## src/rtl/sqw_pkg.sv

```systemverilog
// Shared types for the square-wave step sequencer.
// Holds the FSM state enum, default field widths and the step record.
package sqw_pkg;

    localparam int SQW_CNT_W = 16;
    localparam int SQW_REP_W = 8;

    typedef enum logic [1:0] {
        S_IDLE,
        S_LOAD,
        S_RUN,
        S_DONE
    } state_e;

    // One table entry; "repeat" is a keyword, hence "rep".
    typedef struct packed {
        logic [SQW_CNT_W-1:0] half_period;
        logic [SQW_REP_W-1:0] rep;
    } step_t;

endpackage

```

## src/rtl/sqw_tone_counter.sv

```systemverilog
// Half-period counter and out1 toggle flop for one sequencer step.
// Ports: clk, rst_n, hp (half-period), enable, clear -> out1, out1_rise, out1_fall.
module sqw_tone_counter #(
    parameter int CNT_W = 16
) (
    input  logic             clk,
    input  logic             rst_n,
    input  logic [CNT_W-1:0] hp,
    input  logic             enable,
    input  logic             clear,
    output logic             out1,
    output logic             out1_rise,
    output logic             out1_fall
);

    logic [CNT_W-1:0] half_cnt_q;
    logic             out1_q;
    logic             tick;

    // tick marks the edge on which out1 toggles; rise/fall tell the
    // sequencer which direction that toggle goes before it happens.
    assign tick      = enable && !clear && (half_cnt_q == hp - CNT_W'(1));
    assign out1_rise = tick && !out1_q;
    assign out1_fall = tick && out1_q;
    assign out1      = out1_q;

    always_ff @(posedge clk or negedge rst_n) begin
        if (!rst_n) begin
            half_cnt_q <= '0;
            out1_q     <= 1'b0;
        end else if (clear) begin
            half_cnt_q <= '0;
            out1_q     <= 1'b0;
        end else if (enable) begin
            if (tick) begin
                half_cnt_q <= '0;
                out1_q     <= !out1_q;
            end else begin
                half_cnt_q <= half_cnt_q + CNT_W'(1);
            end
        end
    end

endmodule

```

## src/rtl/square_wave_sequencer.sv

```systemverilog
// Walks a small step table, driving out1 at each step's rate and out2 at half that.
// Ports: clk, reset(n), start, stop, cfg_* table write -> busy, done, step_idx, out1, out2.
module square_wave_sequencer
    import sqw_pkg::*;
#(
    parameter int CNT_W     = SQW_CNT_W,
    parameter int REP_W     = SQW_REP_W,
    parameter int NUM_STEPS = 4,
    parameter int IDX_W     = $clog2(NUM_STEPS)
) (
    input  logic             clk,
    input  logic             reset,
    input  logic             start,
    input  logic             stop,
    input  logic             cfg_we,
    input  logic [IDX_W-1:0] cfg_addr,
    input  logic [CNT_W-1:0] cfg_half_period,
    input  logic [REP_W-1:0] cfg_repeat,
    output logic             busy,
    output logic             done,
    output logic [IDX_W-1:0] step_idx,
    output logic             out1,
    output logic             out2
);

    localparam logic [IDX_W-1:0] LAST = IDX_W'(NUM_STEPS - 1);

    state_e           state_q, state_d;
    logic [IDX_W-1:0] idx_q, idx_d;
    logic [CNT_W-1:0] hp_q, hp_d;
    logic [REP_W-1:0] rep_q, rep_d;
    logic [REP_W-1:0] per_q, per_d;
    logic             out2_q, out2_d;
    logic             busy_q, done_q;
    step_t            tab_q [NUM_STEPS];
    step_t            cur;
    logic             tab_we;
    logic             tone_en, tone_clr;
    logic             rise, fall;

    assign cur    = tab_q[idx_q];
    assign tab_we = cfg_we && (state_q == S_IDLE || state_q == S_DONE);

    assign tone_en  = (state_q == S_RUN);
    assign tone_clr = (state_q != S_RUN) || stop;

    sqw_tone_counter #(
        .CNT_W(CNT_W)
    ) u_tone (
        .clk      (clk),
        .rst_n    (reset),
        .hp       (hp_q),
        .enable   (tone_en),
        .clear    (tone_clr),
        .out1     (out1),
        .out1_rise(rise),
        .out1_fall(fall)
    );

    always_comb begin
        state_d = state_q;
        idx_d   = idx_q;
        hp_d    = hp_q;
        rep_d   = rep_q;
        per_d   = per_q;
        out2_d  = out2_q;
        unique case (state_q)
            S_IDLE: begin
                out2_d = 1'b0;
                if (start && !stop) begin
                    state_d = S_LOAD;
                    idx_d   = '0;
                end
            end
            S_LOAD: begin
                hp_d  = cur.half_period;
                rep_d = cur.rep;
                per_d = '0;
                // A zero field in either half skips the step entirely.
                if (cur.half_period == '0 || cur.rep == '0) begin
                    if (idx_q == LAST) state_d = S_DONE;
                    else idx_d = idx_q + 1'b1;
                end else begin
                    state_d = S_RUN;
                end
            end
            S_RUN: begin
                if (rise) out2_d = !out2_q;
                if (fall) begin
                    per_d = per_q + 1'b1;
                    if (per_d == rep_q) begin
                        if (idx_q == LAST) begin
                            state_d = S_DONE;
                        end else begin
                            state_d = S_LOAD;
                            idx_d   = idx_q + 1'b1;
                        end
                    end
                end
            end
            S_DONE: begin
                state_d = S_IDLE;
                idx_d   = '0;
                out2_d  = 1'b0;
            end
            default: state_d = S_IDLE;
        endcase
        // Abort overrides whatever the state wanted to do.
        if (stop && state_q != S_IDLE) begin
            state_d = S_IDLE;
            idx_d   = '0;
            hp_d    = '0;
            rep_d   = '0;
            per_d   = '0;
            out2_d  = 1'b0;
        end
    end

    always_ff @(posedge clk or negedge reset) begin
        if (!reset) begin
            state_q <= S_IDLE;
            idx_q   <= '0;
            hp_q    <= '0;
            rep_q   <= '0;
            per_q   <= '0;
            out2_q  <= 1'b0;
            busy_q  <= 1'b0;
            done_q  <= 1'b0;
            for (int i = 0; i < NUM_STEPS; i++) tab_q[i] <= '0;
        end else begin
            state_q <= state_d;
            idx_q   <= idx_d;
            hp_q    <= hp_d;
            rep_q   <= rep_d;
            per_q   <= per_d;
            out2_q  <= out2_d;
            busy_q  <= (state_d == S_LOAD) || (state_d == S_RUN);
            done_q  <= (state_d == S_DONE);
            if (tab_we) begin
                tab_q[cfg_addr] <= '{half_period: cfg_half_period, rep: cfg_repeat};
            end
        end
    end

    assign busy     = busy_q;
    assign done     = done_q;
    assign step_idx = idx_q;
    assign out2     = out2_q;

endmodule

```

## config.mk

```make
export PLATFORM = sky130hd
export DESIGN_NAME = square_wave_sequencer
export DESIGN_NICKNAME = d
export VERILOG_FILES = /design/src/rtl/sqw_pkg.sv /design/src/rtl/sqw_tone_counter.sv /design/src/rtl/square_wave_sequencer.sv
export SDC_FILE = /design/constraint.sdc
export NUM_CORES = 1
export LEC_CHECK = 0
export CAP_MARGIN = 20
export CELL_PAD_IN_SITES_DETAIL_PLACEMENT = 0
export CELL_PAD_IN_SITES_GLOBAL_PLACEMENT = 1
export CORE_ASPECT_RATIO = 1.25
export CORE_MARGIN = 2
export CORE_UTILIZATION = 54
export DETAILED_ROUTE_END_ITERATION = 8
export HOLD_SLACK_MARGIN = 0.12
export PLACE_DENSITY_LB_ADDON = 0.1
export SLEW_MARGIN = 20
export SYNTH_ARGS = -nofsm -noshare
export SYNTH_HDL_FRONTEND = slang
export SYNTH_SLANG_ARGS = --single-unit
```

## constraint.sdc

```tcl
create_clock -name clk -period 8.6 [get_ports clk]
set_input_delay 2.15 -clock clk [delete_from_list [all_inputs] [get_ports clk]]
set_output_delay 2.15 -clock clk [all_outputs]
set_load 0.005 [all_outputs]
```

# ---- Word level (Yosys, flattened, before mapping)
# Index checks and enable logic that the tools add are counted.
dict set report word_totals {
  reg_bits 152
  elab_cells 109
  inputBits 31
  out_inout_bits 6
}
dict set report op_classes {
  eq_ne 15
  order_cmp 3
  addsub 4
  n_bitwise 2
  n_reduce_logical 30
  n_mux 37
}
# operator count
set ops {}
lappend ops {{$bwmux W96} 1}
lappend ops {{$mux W16} 5}
lappend ops {{$mux W24} 3}
lappend ops {{$bmux W24 S2} 1}
lappend ops {{$demux W24 S2} 1}
lappend ops {{$mux W8} 4}
lappend ops {{$mux W2} 13}
lappend ops {{$add A16 B1 Y16 const B} 1}
lappend ops {{$eq A16 B16 Y1} 1}
lappend ops {{$logic_not A16 Y1} 1}
lappend ops {{$pmux W2 S4} 2}
lappend ops {{$pmux W8 S2} 1}
lappend ops {{$sub A16 B1 Y16 const B} 1}
lappend ops {{$ne A3 B3 Y1 const B} 4}
lappend ops {{$eq A2 B2 Y1 const B} 5}
lappend ops {{$add A8 B1 Y8 const B} 1}
lappend ops {{$eq A8 B8 Y1} 1}
lappend ops {{$logic_and A1 B1 Y1} 8}
lappend ops {{$logic_not A8 Y1} 1}
lappend ops {{$reduce_bool A2 Y1} 4}
lappend ops {{$ge A3 B3 Y1 const B} 2}
lappend ops {{$not A2 Y3} 2}
lappend ops {{$reduce_and A2 Y1} 3}
lappend ops {{$reduce_bool A3 Y1} 2}
lappend ops {{12 further kinds} 23}

# ---- Depth between registers and ports, before layout
# Gate-level depths: netlist (run 1).
dict set report logic_depth {
  word_depth 11
  mapped_depth 14
  depth_no_buf 10
}

# ---- Hierarchy
# From an unflattened synthesis (run 1), not the netlist that was laid out.
dict set report hier_totals {
  hier_cells 596
  area_unflattened_um2 7668.6
}
# module area_each_um2 n_inst seq_area_each_um2 cells_per_inst
set modules_own_cells {}
lappend modules_own_cells {square_wave_sequencer 6159.7 1 3378.2 428}
lappend modules_own_cells {sqw_tone_counter 1508.9 1 425.4 168}

# ---- Worst setup path after synthesis (run 1)
# Ideal clock, no wire load.
dict set report synth_path {
  path_type {input port to flip-flop}
  from {input port stop}
  to {register per_q[6]}
  path_slack_ns 4.721
  arrival_time_ns 3.761
  path_stages 8
  required_ns 8.482
  path_cell_list {inv_1 > nor2_1 > a211oi_1 > nand2b_1 > buf_1 > nor2_1 > a32o_1 > a21o_1}
}
dict set report synth_via {
  elab_chain_cells 7
}
# item line
set synth_lines {}
lappend synth_lines {{from (decl)} square_wave_sequencer.sv:14} ;# input logic stop,
lappend synth_lines {{$logic_or A1 B1 Y1} square_wave_sequencer.sv:45} ;# assign tone_clr = (state_q != S_RUN) || stop;
lappend synth_lines {{$logic_not A1 Y1} sqw_tone_counter.sv:22} ;# assign tick = enable && !clear && (half_cnt_q == hp - CNT_W'(1));
lappend synth_lines {{$logic_and A1 B1 Y1 (2 in series)} sqw_tone_counter.sv:22}
lappend synth_lines {{$logic_and A1 B1 Y1} sqw_tone_counter.sv:24} ;# assign out1_fall = tick && out1_q;
lappend synth_lines {{$ne A3 B3 Y1 (no source line)} --}
lappend synth_lines {{$reduce_and A2 Y1 (no source line)} --}
lappend synth_lines {{to (signal assigned)} square_wave_sequencer.sv:135} ;# per_q <= per_d;
lappend synth_lines {{to (decl)} square_wave_sequencer.sv:32} ;# logic [REP_W-1:0] per_q, per_d;
# Several ways; a longest one is shown, not always the timed one.
# A chain may end at the register's enable or synchronous reset.

# ---- Final worst setup path (run 1)
dict set report layout_path {
  from {input port stop}
  to {register busy_q (netlist: busy)}
}
dict set report layout_via {
  elab_chain_cells 10
}
# item line
set layout_lines {}
lappend layout_lines {{$logic_or A1 B1 Y1} square_wave_sequencer.sv:45}
lappend layout_lines {{$logic_not A1 Y1} sqw_tone_counter.sv:22}
lappend layout_lines {{$logic_and A1 B1 Y1 (2 in series)} sqw_tone_counter.sv:22}
lappend layout_lines {{$logic_and A1 B1 Y1} sqw_tone_counter.sv:24}
lappend layout_lines {{$mux W2} square_wave_sequencer.sv:89} ;# if (fall) begin
lappend layout_lines {{$pmux W2 S4} square_wave_sequencer.sv:67} ;# unique case (state_q)
lappend layout_lines {{$mux W2 *} square_wave_sequencer.sv:109} ;# if (stop && state_q != S_IDLE) begin
lappend layout_lines {{via state_d[0]} square_wave_sequencer.sv:28} ;# state_e state_q, state_d;
lappend layout_lines {{$eq A2 B1 Y1 or $eq A2 B2 Y1 (tied branches)} square_wave_sequencer.sv:137} ;# busy_q <= (state_d == S_LOAD) || (state_d == S_RUN);
lappend layout_lines {{$logic_or A1 B1 Y1 *} square_wave_sequencer.sv:137}
lappend layout_lines {{to (signal assigned)} square_wave_sequencer.sv:137}
lappend layout_lines {{to (decl)} square_wave_sequencer.sv:34} ;# logic busy_q, done_q;
# The timed path passes the listed nets; every way through them passes the cells marked *.

==> flow_summary.yaml, run 1 <==
route:
  drc: 0
  viasPerCell: 6.19
  detail-route-antenna-nets: 0
  avgRoutedWirePerCell_um: 19.7
  vias: 5156
  drt_iter0_markers: 306
  wl_um: 16400
  firstDrtPassIters: 5
cts:
  numCtsBuffers: 17
  post-cts-setup-buffers: 0
  cts_sinks: 152
  postCtsHoldBufs: 0
  h-tree-depth: 4
  clkSlewWorstSetupHoldPaths_ps: 60
  cts-resized-gates: 0
  clockBufferDepth: 2
  clock-root-buffer: "clkbuf_16"
  cts_tree: "done"
  insertion_delay_ps: 430
synthesis:
  synth_edf_count: 0
  netlist_top_cells_area: "dfrtp_1 (49%), mux2_2 (14%), mux4_2 (7.0%)"
  ys_ff_latch: 152
  syn_area_per_cell_sq_um: 12.4
  synth_top_area_share_pct: 49.4
  postSynthNetCount: 659
  async_reset_ff_share_pct: 100
  syn_area_sq_um: 7700
  synth_top_cell_by_area: "dfrtp_1"
  ys.warnings.count: 0
  yosysSeqAreaShare_pct: 49.4
  yosys_most_used_dff: "dfrtp_1"
  synth.distinct_cells: 63
  syn_inst: 620
timing:
  skew_ps: 12.5
  setup_viol: 0
  slew_violations: 0
  slew_headroom_pct: 30.9
  tightestPinTransition_ps: 1030
  hold_viol: 0
  setup_tns_ps: 0
  period_needed_ps: 4360
  rsz0062_at_grt: "false"
  fin_crit_sh_pct: 50.7
  max_freq_mhz: 229
  hold-worst-slack_ps: 502
floorplanning:
  die_area_sq_um: 15200
  die_w_um: 111
  rows: 48
  core_sq_um: 13900
  die_h_um: 137
  pin_count: 37
  start_util_pct: 55.5
grt:
  grt_pass1_wl_um: 27200
  grtUsageTotal_pct: 23.0
  grt_start_max_net_pins: 83
  antenna_found_initial: 0
  grt_pass1_vias: 5239
  grt_overflow: 0
critical_path:
  r2r_start: "hp_q[2]"
  end_kind: "flop"
  rr_endpoint: "busy"
  cp.required_ps: 8910
  crit_end: "busy"
  r2r_setup_slack_ps: 4860
  cp_max_fo: 14
  path_class: "in2reg"
  startpoint: "stop"
  worstPathArrival_ps: 4670
  startpoint_type: "primary input"
  r2r_cells: 8
final_layout:
  fin_nets: 685
  num_antenna_cells: 0
  final_cell_mix: "dfrtp_1 (152), mux2_2 (97), clkdlybuf4s50_1 (35), nor2_1 (30), nand2_1 (28)"
  final_common_cell: "dfrtp_1"
  syn_to_final_growth_pct: 14.3
  drive_gt1_share_pct: 26.6
job:
  drv_cap: 0
power_and_ir_drop:
  leakagePower_nw: 3.59
  irDropWorstVdd_mv: 0.188
  power_mw: 3.01
  powerDensity_nw_per_um2: 342
place:
  portBuffers: 36
  gp_congestion: 0.844
  hpwl_um: 11100
run_status:
  status: "complete, no violations"
min_path:
  min_path_type: "reg2reg"
-- layout make-up --
| cell class | instances | area [sq um] |
|---|---|---|
| Multi-Input combinational cell | 416 | 3700 |
| Tap cell | 175 | 219 |
| Inverter | 14 | 52.6 |
| Timing Repair Buffer | 45 | 429 |
| Sequential cell | 152 | 3800 |
| Fill cell | 1044 | 5070 |
| Clock buffer | 20 | 457 |
| Clock inverter | 11 | 138 |
-- worst min path at each step --
| stage | from | to | slack, ps | depth (start not counted) |
|---|---|---|---|---|
| finish | tab_q[30] | tab_q[30] | 500 | 1 |
| global route | tab_q[32] | tab_q[32] | 510 | 1 |
| floorplan | tab_q[0] | tab_q[0] | 470 | 1 |
| detailed placement | tab_q[16] | tab_q[16] | 490 | 1 |
| CTS | tab_q[16] | tab_q[16] | 500 | 1 |
| global placement | tab_q[4] | tab_q[4] | 480 | 1 |
-- metrics by stage --
step / util [%] / instances / setup slack, ps / instance area [sq um]
floorplan: - / 620 / 4720 / 7700
finish: 63.4 / 833 / 4240 / 8800
detailed placement: 59.1 / 802 / 3840 / 8210
global route: 63.4 / 833 / 4050 / 8800
CTS: 63.4 / 833 / 4270 / 8800
global placement: 59.1 / 802 / 3900 / 8210
-- where the power goes --
group / switching [mW] / leakage (nW) / internal (mW)
registers: 0.200 / 1.88 / 1.01
clock network: 0.305 / 0.288 / 0.447
logic: 0.476 / 1.42 / 0.571
-- flip-flops by register name, summed over array words and instances, names as in the netlist --
name and count:
done 1, tab_q 96, state_q 2, busy 1, rep_q 8, u_tone.out1 1
hp_q 16, per_q 8, step_idx 2, u_tone.half_cnt_q 16, out2 1
-- metal layers --
layer  track usage (%)  share of wire, %  vias to the layer above
met5                 0                 0                        -
met4              9.44               2.5                        0
met3              4.31               3.6                       27
met2              38.7                49                       95
met1              29.9                45                     2650
li1                  -                 -                     2384
-- critical path, stage by stage --
cell and delay (ps):
clkdlybuf4s50_1 480, inv_1 210, and3_1 190, o2111ai_1 120, nor3_1 250, and4_1 560, a2111oi_0 210, a21oi_1 230
ha_1 260
-- logic make-up (layout without fill, tap and decap cells) --
logic type	after synthesis	after routing	synth area share, %
simple gates	158	158	11.2
flops	152	152	49.4
mux	126	126	21.9
compound gates	89	89	9.04
buf+inv	52	90	3.02
xor+xnor	35	35	4.16
fa+ha+maj	8	8	1.30
-- cell usage after synthesis (9+ instances only) --
library cell and instances:
nand3_1 19, xor2_1 19, mux4_2 24, nand4_1 9, inv_1 14, xnor2_1 15
mux2_2 97, a22o_1 24, dfrtp_1 152, nor3_1 10, nor2_1 30, a21oi_1 10
nor4_1 13, nand2_1 28, clkbuf_1 28
Note: power is estimated with default switching activity, not from simulation.
==> run 2: changes to the inputs <==
Settings changed: CORE_UTILIZATION 54 to 45.
Clock period 8.6 ns to 4.01 ns, I/O delays scaled along.
==> flow_summary.yaml, run 2 (synthesis gave the netlist of run 1 again) <==
route:
  drc: 0
  wl_um: 17200
  viasPerCell: 5.83
  vias: 5172
  firstDrtPassIters: 4
  avgRoutedWirePerCell_um: 19.4
  detail-route-antenna-nets: 0
  drt_iter0_markers: 284
floorplanning:
  pin_count: 37
  rows: 53
  start_util_pct: 45.9
  die_w_um: 121
  die_area_sq_um: 18200
  core_sq_um: 16800
  die_h_um: 150
final_layout:
  final_common_cell: "dfrtp_1"
  top_regs: "tab_q (96), hp_q (16), u_tone.half_cnt_q (16)"
  fillers: 1452
  regMostFlops: "tab_q"
  fin_nets: 693
  final_cell_mix: "dfrtp_1 (152), mux2_2 (97), clkdlybuf4s50_1 (35), nor2_1 (30), nand2_1 (28)"
  layoutNonFillerInstCount: 887
  syn_to_final_growth_pct: 15.6
  num_antenna_cells: 0
  largest_reg_flops: 96
  drive_gt1_share_pct: 27.6
grt:
  grt_pass1_vias: 5353
  grt_start_max_net_pins: 82
  grtUsageTotal_pct: 20.4
  grt_overflow: 0
  antenna_found_initial: 0
  grt_pass1_wl_um: 28500
critical_path:
  slowest_stage: "or4_1"
  crit_end: "step_idx[1]"
  cp_cell_sequence: "nor4_1 -> nand4_1 -> or4_1 -> o211ai_1 -> nand4_1 -> o21ai_2 -> mux2_1"
  worstPathArrival_ps: 3510
  startpoint_type: "flop"
  critPathBufInv: 0
  crit_top_cell: "nand4_1"
  critPathTopFamily: "simple AND/OR/NAND/NOR gates"
  cpPeakStageDelay_ps: 550
  cp.depth: 7
  r2r_start: "hp_q[8]"
  cp.required_ps: 4310
  startpoint: "hp_q[8]"
  r2r_setup_slack_ps: 800
  cp_max_fo: 10
  r2r_cells: 7
  rr_endpoint: "step_idx[1]"
  end_kind: "flop"
  path_class: "reg2reg"
timing:
  rsz0062_at_grt: "false"
  hold_viol: 0
  slew_headroom_pct: 40.2
  skew_ps: 8.42
  tightestPinTransition_ps: 897
  setup_viol: 0
  max_freq_mhz: 312
  period_needed_ps: 3210
  fin_crit_sh_pct: 79.9
  setup_tns_ps: 0
  slew_violations: 0
cts:
  cts_sinks: 152
  h-tree-depth: 4
  clockBufferDepth: 2
  numCtsBuffers: 17
  postCtsHoldBufs: 0
  clkSlewWorstSetupHoldPaths_ps: 70
  insertion_delay_ps: 430
  post-cts-setup-buffers: 0
  cts-resized-gates: 0
  cts_tree: "done"
  clock-root-buffer: "clkbuf_16"
power_and_ir_drop:
  leakagePower_nw: 3.62
  irDropWorstVdd_mv: 0.382
  powerDensity_nw_per_um2: 725
place:
  gp_congestion: 0.833
  portBuffers: 36
  hpwl_um: 12000
  place_inst: 855
min_path:
  min_path_type: "reg2reg"
job:
  drv_cap: 0
run_status:
  status: "complete, no violations"
run 2: changes by cell type in the layout (fill, tap and decap cells not counted), sizes merged:
| cell | change |
|---|---|
| bufinv | -1 |
| clkinv | +1 |
| inv | +3 |
| buf | +8 |
| clkbuf | -2 |
run 2: power by group:
group          leakage (nW)  internal (mW)  switching (mW)
sequential             1.88           2.16           0.475
combinational          1.46           1.27            1.01
clock                 0.281          0.870           0.665
run 2: per-stage QoR:
stage | hold slack [ps] | setup WS, ps | cell area, sq um | power, mW | utilization (%)
finish | 501 | 804 | 8900 | 6.45 | 53.0
global route | 514 | 587 | 8900 | 6.85 | 53.0
CTS | 505 | 758 | 8900 | 6.52 | 53.0
detailed placement | 490 | 655 | 8330 | 4.97 | 49.7
global placement | 481 | 750 | 8330 | 4.86 | 49.7
floorplan | 474 | 1090 | 7700 | 4.25 | -
run 2: per-layer routing:
layer / wire length (um) / global-route usage (%)
met5: 0 / 0
met4: 432 / 7.91
met3: 472 / 4.32
met2: 8610 / 33.3
met1: 7660 / 26.6
run 2: final cells by class:
type	count	area [sq um]	area share [%]
Sequential cell	152	3800	42.7
Multi-Input combinational cell	416	3700	41.6
Timing Repair Buffer	53	502	5.64
Clock buffer	18	429	4.82
Tap cell	220	275	3.09
Clock inverter	14	135	1.52
Inverter	14	52.6	0.591
run 2: worst min path at each step:
stage                   start         to  depth (start not counted)
floorplan            tab_q[0]   tab_q[0]                          1
CTS                 tab_q[20]  tab_q[20]                          1
finish               tab_q[5]   tab_q[5]                          1
global placement     tab_q[1]   tab_q[1]                          1
global route         tab_q[5]   tab_q[5]                          1
detailed placement  tab_q[20]  tab_q[20]                          1
==> run 3: changes to the inputs <==
Clock period 4.01 ns to 2.8 ns, I/O delays scaled along.
==> flow_summary.yaml, run 3 (synthesis gave the netlist of run 1 again) <==
floorplanning:
  die_h_um: 150
  core_sq_um: 16800
  start_util_pct: 45.9
  die_w_um: 121
  die_area_sq_um: 18200
  pin_count: 37
  rows: 53
grt:
  grtUsageTotal_pct: 21.0
  grt_pass1_wl_um: 29400
  grt_pass1_vias: 5577
  antenna_found_initial: 0
  grt_start_max_net_pins: 60
  grt_overflow: 0
final_layout:
  drive_gt1_share_pct: 38.8
  largest_reg_flops: 96
  seq_area_sq_um: 3810
  regMostFlops: "tab_q"
  top_regs: "tab_q (96), hp_q (16), u_tone.half_cnt_q (16)"
  final_cell_mix: "dfrtp_1 (150), mux2_2 (97), buf_4 (63), clkdlybuf4s50_1 (35), nand2_1 (27)"
  fin_nets: 753
  num_antenna_cells: 0
  syn_to_final_growth_pct: 26.7
  fillers: 1369
  final_common_cell: "dfrtp_1"
  multi_input_area_sq_um: 3940
cts:
  insertion_delay_ps: 420
  h-tree-depth: 4
  clock-root-buffer: "clkbuf_16"
  postCtsHoldBufs: 0
  cts_tree: "done"
  numCtsBuffers: 17
  clockBufferDepth: 2
  clkSlewWorstSetupHoldPaths_ps: 70
  cts_sinks: 152
timing:
  max_freq_mhz: 354
  hold_viol: 0
  fin_crit_sh_pct: 101
  setup_viol: 3
  fin_ws_ps: -26.0
  slew_headroom_pct: 63.1
  rsz0062_at_grt: "true"
  slew_violations: 0
  skew_ps: 9.08
  tightestPinTransition_ps: 554
  period_needed_ps: 2830
  setup_tns_ps: -61.0
critical_path:
  cp_max_fo: 3
  slowest_stage: "or4_4"
  crit_end: "step_idx[0]"
  startpoint_type: "flop"
  cpPeakStageDelay_ps: 570
  startpoint: "hp_q[2]"
  cp_cell_sequence: "or4_4 -> or4_4 -> a21o_1 -> a22oi_2 -> nand4_1 -> buf_6 -> o21ai_2 -> buf_4 -> mux2i_2"
  r2r_cells: 9
  path_class: "reg2reg"
  r2r_start: "hp_q[2]"
  crit_top_cell: "or4_4"
  worstPathArrival_ps: 3160
  end_kind: "flop"
  cp.required_ps: 3130
  r2r_setup_slack_ps: -30
  rr_endpoint: "step_idx[0]"
power_and_ir_drop:
  irDropWorstVdd_mv: 0.529
  powerDensity_nw_per_um2: 1050
  leakagePower_nw: 4.04
  power_mw: 10.2
place:
  hpwl_um: 12700
  portBuffers: 36
  gp_congestion: 0.889
route:
  wl_um: 18300
  vias: 5369
  avgRoutedWirePerCell_um: 19.3
  firstDrtPassIters: 6
  viasPerCell: 5.67
  drt_iter0_markers: 277
  drc: 0
  detail-route-antenna-nets: 0
min_path:
  min_path_type: "in2async"
run_status:
  status: "finished, violations left"
  violations: "negative setup slack"
job:
  drv_cap: 0
==> run 3: how the worst min path moves through the flow <==
stage / startpoint / endpoint / slack (ps)
finish: reset / u_tone.half_cnt_q[13] / 240
global route: reset / u_tone.half_cnt_q[13] / 280
CTS: reset / u_tone.half_cnt_q[12] / 250
detailed placement: tab_q[23] / tab_q[23] / 490
global placement: tab_q[1] / tab_q[1] / 480
floorplan: reset / busy / 400
==> run 3: per-layer routing <==
layer / track usage, % / wire, um
met5: 0 / 0
met4: 7.44 / 429
met3: 4.51 / 528
met2: 35.1 / 9340
met1: 27.1 / 7990
==> run 3: cell type report <==
cell class,instances,share of cell area (%)
repair buffers,113,11.2
clock buffers,18,4.50
multi-input cells,416,40.4
clock inverters,14,1.54
flip-flops and latches,152,39.0
inverters,14,0.539
well taps,220,2.82
==> run 3: repair_timing <==
item / 4_1_cts / 5_1_grt
setup endpoints to repair: 27 / 29
setup buffers: 5 / 6
pin swaps: 5 / 22
gates resized for setup: 21 / 39
gates cloned: 0 / 1
==> run 3: power breakdown <==
part / internal, mW / switching, mW / leakage [nW] / total [mW]
combinational: 2.39 / 1.83 / 1.86 / 4.22
sequential: 3.10 / 0.583 / 1.88 / 3.69
clock: 1.29 / 1.01 / 0.294 / 2.30
==> run 3: per-stage QoR <==
| stage | hold WS [ps] | setup slack (ps) | util (%) | area (sq um) | std cells |
|---|---|---|---|---|---|
| 4_1_cts | 249 | -34.7 | 56.7 | 9520 | 940 |
| 6_report | 244 | -26.0 | 58.1 | 9750 | 947 |
| 2_1_floorplan | 404 | -75.2 | - | 7710 | 620 |
| 5_1_grt | 279 | -149 | 58.1 | 9750 | 947 |
| 3_5_place_dp | 489 | -162 | 52.4 | 8800 | 903 |
| 3_3_place_gp | 483 | -135 | 52.4 | 8800 | 903 |
==> run 3: critical path: cells and delay by family (launching register included) <==
kind                   cells  cell delay [ps]
flip-flops                 1              400
buffers and inverters      2              310
AND/OR/NAND/NOR            3             1220
AO/OA/AOI/OAI              3              550
multiplexers               1              240
